`src/rtl/icache_dm.sv`:
```
// Direct-mapped, read-only instruction cache with line refill over a burst read channel.
// Serves one fetch at a time and counts completed hits and refills.
module icache_dm #(
  parameter int LINE_WORDS = 8,
  parameter int SETS       = 8
) (
  input  logic        clk,
  input  logic        rst,
  input  logic [31:0] from_cpu_inst_req_addr,
  input  logic        from_cpu_inst_req_valid,
  output logic        to_cpu_inst_req_ready,
  output logic [31:0] to_cpu_cache_rsp_data,
  output logic        to_cpu_cache_rsp_valid,
  input  logic        from_cpu_cache_rsp_ready,
  output logic [31:0] to_mem_rd_req_addr,
  output logic        to_mem_rd_req_valid,
  input  logic        from_mem_rd_req_ready,
  input  logic [31:0] from_mem_rd_rsp_data,
  input  logic        from_mem_rd_rsp_valid,
  input  logic        from_mem_rd_rsp_last,
  output logic        to_mem_rd_rsp_ready,
  output logic [31:0] cache_hit_cnt,
  output logic [31:0] cache_miss_cnt,
  output logic [2:0]  fsm_state
);

  localparam int OFF_W = $clog2(LINE_WORDS);
  localparam int IDX_W = $clog2(SETS);
  localparam int TAG_W = 32 - OFF_W - IDX_W - 2;
  localparam logic [31:0] LINE_MASK = ~(32'(LINE_WORDS * 4) - 32'd1);

  // Handshakes: a transfer happens on a rising edge where valid and ready are both 1;
  // a valid source holds its payload stable until that edge.
  typedef enum logic [2:0] {
    IDLE    = 3'd0,
    LOOKUP  = 3'd1,
    MEM_REQ = 3'd2,
    RECV    = 3'd3,
    RESP    = 3'd4
  } state_t;

  state_t state_q, state_d;

  logic [31:0]      addr_r;
  logic [OFF_W-1:0] beat_q;
  logic [SETS-1:0]  valid_q;
  logic [TAG_W-1:0] tag_q  [SETS];
  logic [31:0]      data_q [SETS][LINE_WORDS];
  logic [31:0]      hit_cnt_q;
  logic [31:0]      miss_cnt_q;

  logic [IDX_W-1:0] idx;
  logic [OFF_W-1:0] off;
  logic [TAG_W-1:0] tag;
  logic             hit;

  assign idx = addr_r[OFF_W+2 +: IDX_W];
  assign off = addr_r[2 +: OFF_W];
  assign tag = addr_r[31 -: TAG_W];
  assign hit = valid_q[idx] && (tag_q[idx] == tag);

  logic req_acc, mem_req_acc, beat_acc, rsp_acc;

  always_comb begin
    state_d                 = state_q;
    to_cpu_inst_req_ready   = 1'b0;
    to_cpu_cache_rsp_valid  = 1'b0;
    to_mem_rd_req_valid     = 1'b0;
    to_mem_rd_rsp_ready     = 1'b0;
    unique case (state_q)
      IDLE: begin
        to_cpu_inst_req_ready = 1'b1;
        if (from_cpu_inst_req_valid) state_d = LOOKUP;
      end
      LOOKUP: state_d = hit ? RESP : MEM_REQ;
      MEM_REQ: begin
        to_mem_rd_req_valid = 1'b1;
        if (from_mem_rd_req_ready) state_d = RECV;
      end
      RECV: begin
        to_mem_rd_rsp_ready = 1'b1;
        if (from_mem_rd_rsp_valid && from_mem_rd_rsp_last) state_d = RESP;
      end
      RESP: begin
        to_cpu_cache_rsp_valid = 1'b1;
        if (from_cpu_cache_rsp_ready) state_d = IDLE;
      end
      default: state_d = IDLE;
    endcase
    if (rst) begin
      to_cpu_inst_req_ready  = 1'b0;
      to_cpu_cache_rsp_valid = 1'b0;
      to_mem_rd_req_valid    = 1'b0;
      to_mem_rd_rsp_ready    = 1'b0;
      state_d                = IDLE;
    end
  end

  assign req_acc     = to_cpu_inst_req_ready && from_cpu_inst_req_valid;
  assign mem_req_acc = to_mem_rd_req_valid && from_mem_rd_req_ready;
  assign beat_acc    = to_mem_rd_rsp_ready && from_mem_rd_rsp_valid;
  assign rsp_acc     = to_cpu_cache_rsp_valid && from_cpu_cache_rsp_ready;

  always_ff @(posedge clk) begin
    if (rst) begin
      state_q    <= IDLE;
      addr_r     <= '0;
      beat_q     <= '0;
      valid_q    <= '0;
      hit_cnt_q  <= '0;
      miss_cnt_q <= '0;
    end else begin
      state_q <= state_d;
      if (req_acc) addr_r <= from_cpu_inst_req_addr;
      if (state_q == LOOKUP && hit) hit_cnt_q <= hit_cnt_q + 32'd1;
      if (mem_req_acc) beat_q <= '0;
      else if (beat_acc) beat_q <= beat_q + OFF_W'(1);
      if (beat_acc && from_mem_rd_rsp_last) begin
        valid_q[idx] <= 1'b1;
        miss_cnt_q   <= miss_cnt_q + 32'd1;
      end
    end
  end

  // Line storage is not reset; only the valid bits qualify it.
  always_ff @(posedge clk) begin
    if (!rst && beat_acc) begin
      data_q[idx][beat_q] <= from_mem_rd_rsp_data;
      if (from_mem_rd_rsp_last) tag_q[idx] <= tag;
    end
  end

  assign to_mem_rd_req_addr    = rst ? 32'd0 : (addr_r & LINE_MASK);
  assign to_cpu_cache_rsp_data = (state_q == RESP && !rst) ? data_q[idx][off] : 32'd0;
  assign cache_hit_cnt         = hit_cnt_q;
  assign cache_miss_cnt        = miss_cnt_q;
  assign fsm_state             = state_q;

endmodule

```
`config.mk`:
```
export PLATFORM = sky130hd
export DESIGN_NAME = icache_dm
export DESIGN_NICKNAME = d
export VERILOG_FILES = /design/src/rtl/icache_dm.sv
export SDC_FILE = /design/constraint.sdc
export NUM_CORES = 2
export LEC_CHECK = 0
export BUFFER_PORTS_ARGS = -buffer_cell sky130_fd_sc_hd__buf_4
export CAP_MARGIN = 20
export CORE_MARGIN = 2
export CORE_UTILIZATION = 56
export CTS_CLUSTER_DIAMETER = 60
export DETAILED_ROUTE_END_ITERATION = 10
export GPL_TIMING_DRIVEN = 1
export PLACE_DENSITY_LB_ADDON = 0.3
export SKIP_CTS_REPAIR_TIMING = 1
export SLEW_MARGIN = 25
export SYNTH_ARGS = -nofsm -noshare
export SYNTH_HDL_FRONTEND = slang
export SYNTH_SLANG_ARGS = --single-unit
```
`constraint.sdc`:
```
create_clock -name clk -period 3.45 [get_ports clk]
set_input_delay 0.5175 -clock clk [delete_from_list [all_inputs] [get_ports clk]]
set_output_delay 0.5175 -clock clk [all_outputs]
set_load 0.005 [all_outputs]
```
==> summary.md <==
| Metric | Value |
|---|---|
| Status | finished with violations |
| Failing checks | negative hold slack, negative setup slack |
| Peak VDD IR | 525 uV |
| Comb pwr share | 7.5% |
| CTS tree | built |
| R2r endpoint | cache_hit_cnt[21] |
| Leakage | 33.2 nW |
| Antenna violations before repair | 12 |
| Max-cap viol count | 0 |
| Die span in x | 406 um |
| Mapped Cells | 3979 |
| Final setup TNS | -25.82 ns |
| Flop pwr share | 52.8% |
| Yosys reg bits | 2351 |
| Hold Startpoint | from_cpu_cache_rsp_ready |
| # DRC | 0 |
| Relative slew slack | 26.8% |
| Required time of the critical path | 2.93 ns |
| Fin. max-slew vios | 0 |
| Top_reg_cell synth | edfxtp_1 |
| Drt wl/cell | 32.2 um |
| Die area | 165000 um2 |
| Cell Rows | 147 |
| Final ANT Viol Nets | 0 |
| CTS Sinks | 2351 |
| Total Wirelength | 223 mm |
| EDFF count, synth | 2240 |
| CTS H-tree depth | 4 |
| Pwr Density | 563 nW/um2 |
| Port Buf Inserts | 198 |
| Area grow syn2layout | 16.7% |
| Clock power share | 39.7% |
| Avg Inst Size Synth | 22.8 um2 |
| Critical Path End Type | output pin |
| Vias in the first global route | 44500 |
| Post-Syn Area | 90700 um2 |
| Setup WS post-layout | -0.922 ns |
| CTS root buf | clkbuf_16 |
| RSZ-0062 raised after global routing | yes |
| Post-layout min period | 4.37 ns |
| CP arrival | 3.85 ns |
| Hold WC Path Type | input port to flip-flop |
| Fin util | 65.8% |
| CP Launch Type | flip-flop |
| Pre-antenna DRT Iters | 6 |
| Nets@finish | 4641 |
| Total gr overflow | 0 |
| Vias | 44800 |
| HPWL after DPL | 122 mm |
| Worst skew pair latency | 0.86 ns |
| Worst-Margin Slew | 1.10 ns |
| Hold WS | -0.00744 ns |
| Synth unique cells | 55 |
| Final hold violations | 1 |
| CTS Buffer Depth | 3 |
| Switching share of power | 21.6% |
| Hold Crit Depth | 3 |
| Final setup violating endpoints | 32 |
| Worst Skew | 0.0498 ns |
| Worst Hold End | fsm_state[2] |
| Initial detailed-routing violation count | 5156 |
| Internal | 0.0467 W |
| Share of layout cells above drive strength 1 | 35.7% |
| Share of flip-flops with an asynchronous set or reset | 0% |
| Core ar. | 161000 um2 |
| CTS Buf Count | 225 |
| Final worst path period share | 127% |
| Reg2Reg Depth | 11 |
| YS warnings | 0 |
| # IOs | 206 |
| Clock slew at reported path FFs | 0.06 ns |
| Initial core utilization | 56.4% |
| GP Congestion | 0.810 |
| NetSw | 0.0129 W |
| Maximum fanout along the worst path | 8 |
| Highest Clock Rate | 229 MHz |
| Largest net degree at the start of global routing | 86 |
| CP Class | flip-flop to output pin |
| R2R setup slack | 0.06 ns |
| Gr usage total | 26.7% |
| Die Height | 406 um |
| Vias per inst | 6.47 |
| Global-route wire length before repair | 313 mm |
| Seq/Total Area, Yosys | 76.6% |
==> area by class of cell <==
type	instances	area, um2
clock buffer	288	5970
sequential	2351	69500
antenna	8	20.0
clock inverter	129	1080
tap	2160	2700
multi-input combinational	1410	20800
inverter	9	33.8
timing repair buffer	570	5710
fill	10000	54900
==> power by group through the flow <==
| stage | clock network (W) | logic (W) | registers [W] |
|---|---|---|---|
| after floorplan | 0 | 0.00254 | 0.0319 |
| after global placement | 0 | 0.00413 | 0.0320 |
| after detailed placement | 0 | 0.00419 | 0.0320 |
| after CTS | 0.0240 | 0.00423 | 0.0314 |
| after global routing | 0.0250 | 0.00470 | 0.0314 |
| final | 0.0237 | 0.00447 | 0.0314 |
==> worst max-delay path, cell delays in order (launching register included) <==
cell and delay [ns]:
dfxtp_4 0.47, buf_12 0.20, buf_12 0.14, buf_16 0.14
mux4_2 0.54, mux4_2 0.59, mux4_2 0.56, and2_1 0.19
buf_4 0.13
==> kinds of logic after synthesis <==
logic type | after synthesis | synth area share (%)
adder cells (fa/ha/maj) | 3 | 0.0414
other | 1 | 0.00414
AO/OA/AOI/OAI | 94 | 0.725
XOR/XNOR | 46 | 0.444
AND/OR/NAND/NOR | 453 | 2.59
buffers and inverters | 222 | 1.12
multiplexers | 809 | 18.4
flip-flops | 2351 | 76.6
==> metrics by stage <==
| step | power (W) | cell area [um2] | std cells | setup slack, ns |
|---|---|---|---|---|
| 6_report | 0.0596 | 106000 | 6925 | -0.922 |
| 5_1_grt | 0.0612 | 106000 | 6921 | -0.985 |
| 4_1_cts | 0.0596 | 105000 | 6846 | -1.01 |
| 3_5_place_dp | 0.0362 | 97600 | 6429 | -0.0680 |
| 3_3_place_gp | 0.0362 | 97600 | 6429 | -0.0396 |
| 2_1_floorplan | 0.0345 | 90700 | 3983 | -0.279 |
==> routing by layer <==
layer / routed length, um / GRT usage (%) / vias to the layer above
met3: 23300 / 5.38 / 372
met4: 5570 / 7.26 / 6
li1: - / - / 18000
met2: 111000 / 42.8 / 2603
met1: 83300 / 38.2 / 23800
met5: 34 / 0 / -
==> state kept, by name, summed over array words and instances, names as in the netlist, named ones only <==
| name | count |
|---|---|
| data_q | 2048 |
| tag_q | 192 |
| fsm_state | 3 |
| valid_q | 8 |
| cache_hit_cnt | 32 |
| cache_miss_cnt | 32 |
| beat_q | 3 |
| addr_r | 30 |
==> cells in the mapped netlist (32+ instances only) <==
master    instances  share of area (%)
mux2i_1          63               0.70
nand2_1          47               0.19
buf_2            70               0.39
mux4_2          681                 17
clkbuf_1        106               0.44
edfxtp_1       2240                 74
a211oi_1         32               0.26
dfxtp_1         111                2.5
nor2_1          160               0.66
mux2_2           57               0.71
nor2b_1          77               0.53
==> worst max-delay path by stage <==
stage,startpoint,to,slack [ns],cells after the start
5_1_grt,flip-flop,to_cpu_cache_rsp_data[18],-0.98,8
3_3_place_gp,flip-flop,to_cpu_cache_rsp_data[12],-0.04,7
4_1_cts,flip-flop,to_cpu_cache_rsp_data[30],-1.01,8
2_1_floorplan,rst,data_q[0][32],-0.28,8
3_5_place_dp,flip-flop,to_cpu_cache_rsp_data[12],-0.07,7
6_report,flip-flop,to_cpu_cache_rsp_data[18],-0.92,8
==> cell usage in the layout (no fill, tap or decap), types with 50 or more instances in the layout <==
| master | synthesis | layout |
|---|---|---|
| clkinv_1 | 0 | 50 |
| mux2i_1 | 63 | 63 |
| buf_12 | 0 | 75 |
| clkbuf_16 | 0 | 236 |
| buf_4 | 10 | 423 |
| clkbuf_1 | 106 | 55 |
| nor2_4 | 0 | 64 |
| mux4_2 | 681 | 681 |
| mux2_2 | 57 | 57 |
| edfxtp_1 | 2240 | 2240 |
| dfxtp_1 | 111 | 105 |
| nor2b_1 | 77 | 77 |
| nor2_1 | 160 | 88 |
Power figures use the tool's default switching activity.
